[config.mk]
export PLATFORM = sky130hd
export DESIGN_NAME = mm_link_ctrl
export DESIGN_NICKNAME = d
export VERILOG_FILES = /design/src/rtl/mm_link_pkg.sv /design/src/rtl/mm_byte_shifter.sv /design/src/rtl/mm_link_ctrl.sv
export SDC_FILE = /design/constraint.sdc
export NUM_CORES = 1
export LEC_CHECK = 0
export CORE_AREA = 2 2 311 313
export CTS_BUF_LIST = sky130_fd_sc_hd__clkbuf_4 sky130_fd_sc_hd__clkbuf_8
export CTS_CLUSTER_SIZE = 24
export DETAILED_ROUTE_END_ITERATION = 8
export DIE_AREA = 0 0 313 315
export PLACE_DENSITY = 0.6
export SLEW_MARGIN = 10
export SYNTH_ARGS = -nofsm -noshare
export SYNTH_HDL_FRONTEND = slang
export SYNTH_SLANG_ARGS = --single-unit
[constraint.sdc]
create_clock -name clock -period 3.5 [get_ports clock]
set_clock_uncertainty 0.2 [all_clocks]
set_input_delay 1.05 -clock clock [delete_from_list [all_inputs] [get_ports clock]]
set_output_delay 1.05 -clock clock [all_outputs]
set_load 0.02 [all_outputs]
[src/rtl/mm_link_pkg.sv]
// Shared types and helpers for the multiplier link controller:
// FSM state encoding, default frame header and byte-counter sizing.
package mm_link_pkg;

    typedef enum logic [2:0] {
        IDLE,
        RX_X,
        RX_Y,
        WAIT_START,
        MM_RUN,
        TX_Q
    } mm_state_t;

    localparam logic [7:0] MM_HDR_DEFAULT = 8'hA5;

    // Counter must hold 0 .. WIDTH/8-1 with headroom for the increment.
    function automatic int byte_cnt_w(input int width);
        return $clog2(width / 8) + 1;
    endfunction

endpackage

[src/rtl/mm_byte_shifter.sv]
// WIDTH-bit operand register with parallel load, byte shift-in at the top
// (LSB-first reception) and byte shift-out toward bit 0 (LSB-first transmit).
module mm_byte_shifter #(
    parameter int WIDTH = 256
) (
    input  logic             clock,
    input  logic             reset_all_n,
    input  logic             load,
    input  logic [WIDTH-1:0] load_data,
    input  logic             shift_in,
    input  logic [7:0]       byte_in,
    input  logic             shift_out,
    output logic [WIDTH-1:0] data
);

    always_ff @(posedge clock or negedge reset_all_n) begin
        if (!reset_all_n) begin
            data <= '0;
        end else if (load) begin
            data <= load_data;
        end else if (shift_in) begin
            data <= {byte_in, data[WIDTH-1:8]};
        end else if (shift_out) begin
            data <= {8'h00, data[WIDTH-1:8]};
        end
    end

endmodule

[src/rtl/mm_link_ctrl.sv]
// Byte-serial front end for a Montgomery multiplier: receives a framed X/Y
// operand pair, launches the multiplier and streams the result back out.
//
// state      | meaning
// IDLE       | hunting for the header byte, other bytes dropped
// RX_X       | collecting WIDTH/8 bytes of X, LSB first
// RX_Y       | collecting WIDTH/8 bytes of Y, LSB first
// WAIT_START | operands complete, waiting for start_MM (manual launch only)
// MM_RUN     | multiplier running, waiting for mm_done
// TX_Q       | streaming WIDTH/8 result bytes, LSB first
module mm_link_ctrl
    import mm_link_pkg::*;
#(
    parameter int         WIDTH       = 256,
    parameter int         AUTO_START  = 1,
    parameter int         TIMEOUT_CYC = 1_000_000,
    parameter logic [7:0] HDR         = MM_HDR_DEFAULT
) (
    input  logic             clock,
    input  logic             reset_all_n,
    input  logic [7:0]       rx_data,
    input  logic             rx_valid,
    input  logic             start_MM,
    output logic [WIDTH-1:0] mm_X,
    output logic [WIDTH-1:0] mm_Y,
    output logic             mm_start,
    input  logic [WIDTH-1:0] mm_Q,
    input  logic             mm_done,
    output logic [7:0]       tx_data,
    output logic             tx_valid,
    input  logic             tx_ready,
    output logic             busy,
    output logic             Rx_done,
    output logic             Tx_done,
    output logic             err
);

    localparam int NB = WIDTH / 8;
    localparam int CW = byte_cnt_w(WIDTH);
    localparam int TW = $clog2(TIMEOUT_CYC + 1);

    localparam logic [CW-1:0] LAST_IDX = CW'(NB - 1);
    // Loaded on each byte; terminal count 0 lands exactly TIMEOUT_CYC cycles later.
    localparam logic [TW-1:0] TMR_LOAD = TW'(TIMEOUT_CYC - 1);

    mm_state_t         state;
    mm_state_t         state_next;
    logic [CW-1:0]     byte_cnt;
    logic [TW-1:0]     tmr;
    logic              mm_start_q;
    logic              in_rx;
    logic              last_byte;
    logic              timeout;
    logic              tx_accept;
    logic [WIDTH-1:0]  q_data;
    logic [WIDTH-9:0]  q_hi_unused;

    assign in_rx     = (state == RX_X) || (state == RX_Y);
    assign last_byte = (byte_cnt == LAST_IDX);
    assign timeout   = in_rx && !rx_valid && (tmr == '0);
    assign tx_accept = (state == TX_Q) && tx_ready;

    always_comb begin
        state_next = state;
        Rx_done    = 1'b0;
        Tx_done    = 1'b0;
        err        = timeout;
        case (state)
            IDLE: begin
                if (rx_valid && (rx_data == HDR)) state_next = RX_X;
            end
            RX_X: begin
                if (timeout)                      state_next = IDLE;
                else if (rx_valid && last_byte)   state_next = RX_Y;
            end
            RX_Y: begin
                if (timeout) begin
                    state_next = IDLE;
                end else if (rx_valid && last_byte) begin
                    Rx_done    = 1'b1;
                    state_next = (AUTO_START != 0) ? MM_RUN : WAIT_START;
                end
            end
            WAIT_START: begin
                if (start_MM) state_next = MM_RUN;
            end
            MM_RUN: begin
                if (mm_done) state_next = TX_Q;
            end
            TX_Q: begin
                if (tx_ready && last_byte) begin
                    Tx_done    = 1'b1;
                    state_next = IDLE;
                end
            end
            default: state_next = IDLE;
        endcase
    end

    always_ff @(posedge clock or negedge reset_all_n) begin
        if (!reset_all_n) begin
            state      <= IDLE;
            byte_cnt   <= '0;
            tmr        <= '0;
            mm_start_q <= 1'b0;
        end else begin
            state      <= state_next;
            mm_start_q <= (state_next == MM_RUN) && (state != MM_RUN);

            if (state_next != state)
                byte_cnt <= '0;
            else if ((in_rx && rx_valid) || tx_accept)
                byte_cnt <= byte_cnt + 1'b1;

            if (!in_rx || rx_valid)
                tmr <= TMR_LOAD;
            else if (tmr != '0)
                tmr <= tmr - 1'b1;
        end
    end

    mm_byte_shifter #(.WIDTH(WIDTH)) u_x (
        .clock      (clock),
        .reset_all_n(reset_all_n),
        .load       (1'b0),
        .load_data  ('0),
        .shift_in   ((state == RX_X) && rx_valid),
        .byte_in    (rx_data),
        .shift_out  (1'b0),
        .data       (mm_X)
    );

    mm_byte_shifter #(.WIDTH(WIDTH)) u_y (
        .clock      (clock),
        .reset_all_n(reset_all_n),
        .load       (1'b0),
        .load_data  ('0),
        .shift_in   ((state == RX_Y) && rx_valid),
        .byte_in    (rx_data),
        .shift_out  (1'b0),
        .data       (mm_Y)
    );

    mm_byte_shifter #(.WIDTH(WIDTH)) u_q (
        .clock      (clock),
        .reset_all_n(reset_all_n),
        .load       ((state == MM_RUN) && mm_done),
        .load_data  (mm_Q),
        .shift_in   (1'b0),
        .byte_in    (8'h00),
        .shift_out  (tx_accept),
        .data       (q_data)
    );

    assign {q_hi_unused, tx_data} = q_data;
    assign tx_valid = (state == TX_Q);
    assign busy     = (state != IDLE);
    assign mm_start = mm_start_q;

endmodule

==> reports/results.ini <==
[yosys]
synthCells=3151
avgSynthCellArea_sq_um=10.1
ys_ff_latch=798
synth.distinct_cells=51
synth_edf_count=0
ys_warn_count=0
synthTopCellsByArea=dfrtp_1, nand2_1, mux2_2
syn_area_sq_mm=0.0320
yosys.area.top_type=dfrtp_1
synth_nets=3424
async_flop_share=1.00
yosysTopAreaCellShare=0.625
synth_ff_type=dfrtp_1
ys_seq_area_frac=0.625

[run]
drv_cap=0

[pwr]
leakage_nw=21.5
power_density_mw_per_mm2=435
p_clk_frac=0.458
power.internal_w=0.0150
combPwrFrac=0.058
ir_drop_v=0.000390
pwr-share-seq=0.484
p_sw_w=0.00461
switching_share=0.235

[detailed_routing]
first_iter_violations=1785
route.detailed.wl_per_inst_um=19.1
num_vias=25500
drt-pass1-iter-count=5
routed_via_density=4.72
remaining_drc_errors=0
drt.antenna.violating_nets=0
wl_mm=103

[timing]
drv_slew=0
timing.setup.tns_ns=-0.305
post-route-period-util=1.09
max_freq_mhz=263
worst_slew_pin_slew_ns=0.984
setup_slack_ns=-0.305
finalHoldViolations=0
relSlewSlack=0.344
finalCriticalPeriod_ns=3.81
setup_viol=1
rsz0062_at_grt=yes

[finish]
drive_gt1_frac=0.156
syn_to_final_growth_pct=41.0
post-route-util=0.471
final_common_cell=nand2_1
final_cell_mix=nand2_1, dfrtp_1, clkdlybuf4s50_1
num-nets-final=4270
fillers=9027

[worst_setup_path]
ff2ff_setup_slack_ns=0.86
slowest_delay_ns=0.58
rr_startpoint=tmr[9]
path_delay_family=simple AND/OR/NAND/NOR gates
ff2ff_path_depth=6
critPathBufInv=1
worstPathRequired_ns=2.25
cp-end-kind=primary output
slowest_stage=or4b_4
cp.depth=4
startpoint=tmr[9]
worstSetupPathType=flip-flop to primary output
cp-endpoint=err
cp_cell_sequence=or4_4 > or4b_4 > nor2_4 > buf_6
critPathMaxFanout=2
crit_arrival_ns=2.56
start_kind=flip-flop
reg2reg_to=byte_cnt[0]

[clock_network]
cts.clk_slew.worst_paths_ns=0.07
cts_sinks=798
h-tree-depth=4
worstSkewPairLatency_ns=0.83
cts_tree=done
root_buffer=clkbuf_8
max-clock-path-buffers=3
cts_inserted_buffers=141

[floorplan]
pin_count=796
core_area_sq_mm=0.0957
start_util=0.334
num_rows=114
die_x_um=313
die_y_um=315
die_area_sq_mm=0.0986

[place]
dp_slack_ns=-0.460
numPortBuffers=795
place.gp.congestion=0.849
place_hpwl_mm=74.1

[outcome]
violations=negative setup slack
status=complete, but fails checks

[worst_hold_path]
hp-start=u_q.data[237]
hp-class=flip-flop to flip-flop

[global_route]
overflow=0
antenna_found_initial=25
grt_use_total=0.204
grt_first_pass_wirelength_mm=154
grt_pass1_vias=24700
grt_max_degree=149

tightest hold or removal path, stage by stage (launching register included):
cell	delay (ns)
dfrtp_1	0.35
a22oi_1	0.07
nand2_1	0.06
flip-flops by register name, indices dropped and copies added (netlist names):
signal,count
u_y.data,256
state,3
tmr,20
mm_start,1
u_q.data,256
u_x.data,256
byte_cnt,6
per-stage QoR:
step | power, W | instance area (sq um) | hold WS (ns) | cells
floorplan | 0.00990 | 32000 | 0.246 | 3151
global placement | 0.0108 | 42000 | 0.257 | 5124
detailed placement | 0.0108 | 42000 | 0.263 | 5124
CTS | 0.0199 | 45000 | 0.273 | 5369
global route | 0.0204 | 45000 | 0.294 | 5380
finish | 0.0196 | 45100 | 0.267 | 5391
synthesized netlist by cell type (all sizes together) (4+ instances only):
cell type and instances:
a21oi 5, mux2 256, a22o 8, and2 4, nand2 1270, nor4 4
clkbuf 163, nand3 9, a31oi 196, o21ai 6, o211ai 4, o22ai 9
xnor2 9, a22oi 45, inv 5, dfrtp 798, or3 4, nor2 241
xor2 14, nor3 11, buf 43, nand4 8
area by class of cell:
class	instances	area (sq um)	share of cell area
timing repair buffer	909	9280	0.206
tap	1276	1600	0.0354
clock buffer	225	2760	0.0612
inverter	5	18.8	0.000416
sequential	798	20000	0.443
multi-input combinational	2142	11200	0.249
antenna	20	50.0	0.00111
clock inverter	16	156	0.00347
logic make-up after synthesis:
| logic type | Yosys count | synth area share |
|---|---|---|
| mux | 259 | 0.0911 |
| xor+xnor | 23 | 0.00630 |
| buf+inv | 211 | 0.0269 |
| fa+ha+maj | 3 | 0.00117 |
| compound gates | 284 | 0.0592 |
| flops | 798 | 0.625 |
| simple gates | 1573 | 0.191 |
power by group through the flow:
stage | Clock [W] | Combinational, W | Sequential (W)
6_report | 0.00898 | 0.00114 | 0.00948
5_1_grt | 0.00970 | 0.00123 | 0.00948
4_1_cts | 0.00929 | 0.00117 | 0.00948
3_5_place_dp | 0 | 0.00115 | 0.00964
3_3_place_gp | 0 | 0.00115 | 0.00964
2_1_floorplan | 0 | 0.000215 | 0.00968
worst min-delay path by stage:
| stage | end | slack [ns] | depth (start not counted) |
|---|---|---|---|
| after floorplan | u_q.data[211] | 0.25 | 2 |
| after global placement | u_q.data[2] | 0.26 | 2 |
| after detailed placement | u_q.data[218] | 0.26 | 2 |
| after CTS | u_q.data[229] | 0.27 | 2 |
| after global routing | u_q.data[218] | 0.29 | 2 |
| final | u_q.data[229] | 0.27 | 2 |
timing repair:
action | CTS | global route
endpoints found under the hold margin | 27 | 0
setup buffers | 3 | 2
gates resized for setup | 23 | 3
pin swaps | 4 | 2
endpoints found under the setup margin | 5 | 3
hold buffers | 1 | 0
metal layers:
metal / global-route usage / up-vias / part of all wire
li1: - / 12100 / -
met1: 0.261 / 12400 / 0.42
met2: 0.326 / 753 / 0.48
met3: 0.0592 / 181 / 0.065
met4: 0.0796 / 22 / 0.029
met5: 0 / - / 0.0014
(Power assumes the default switching activity.)
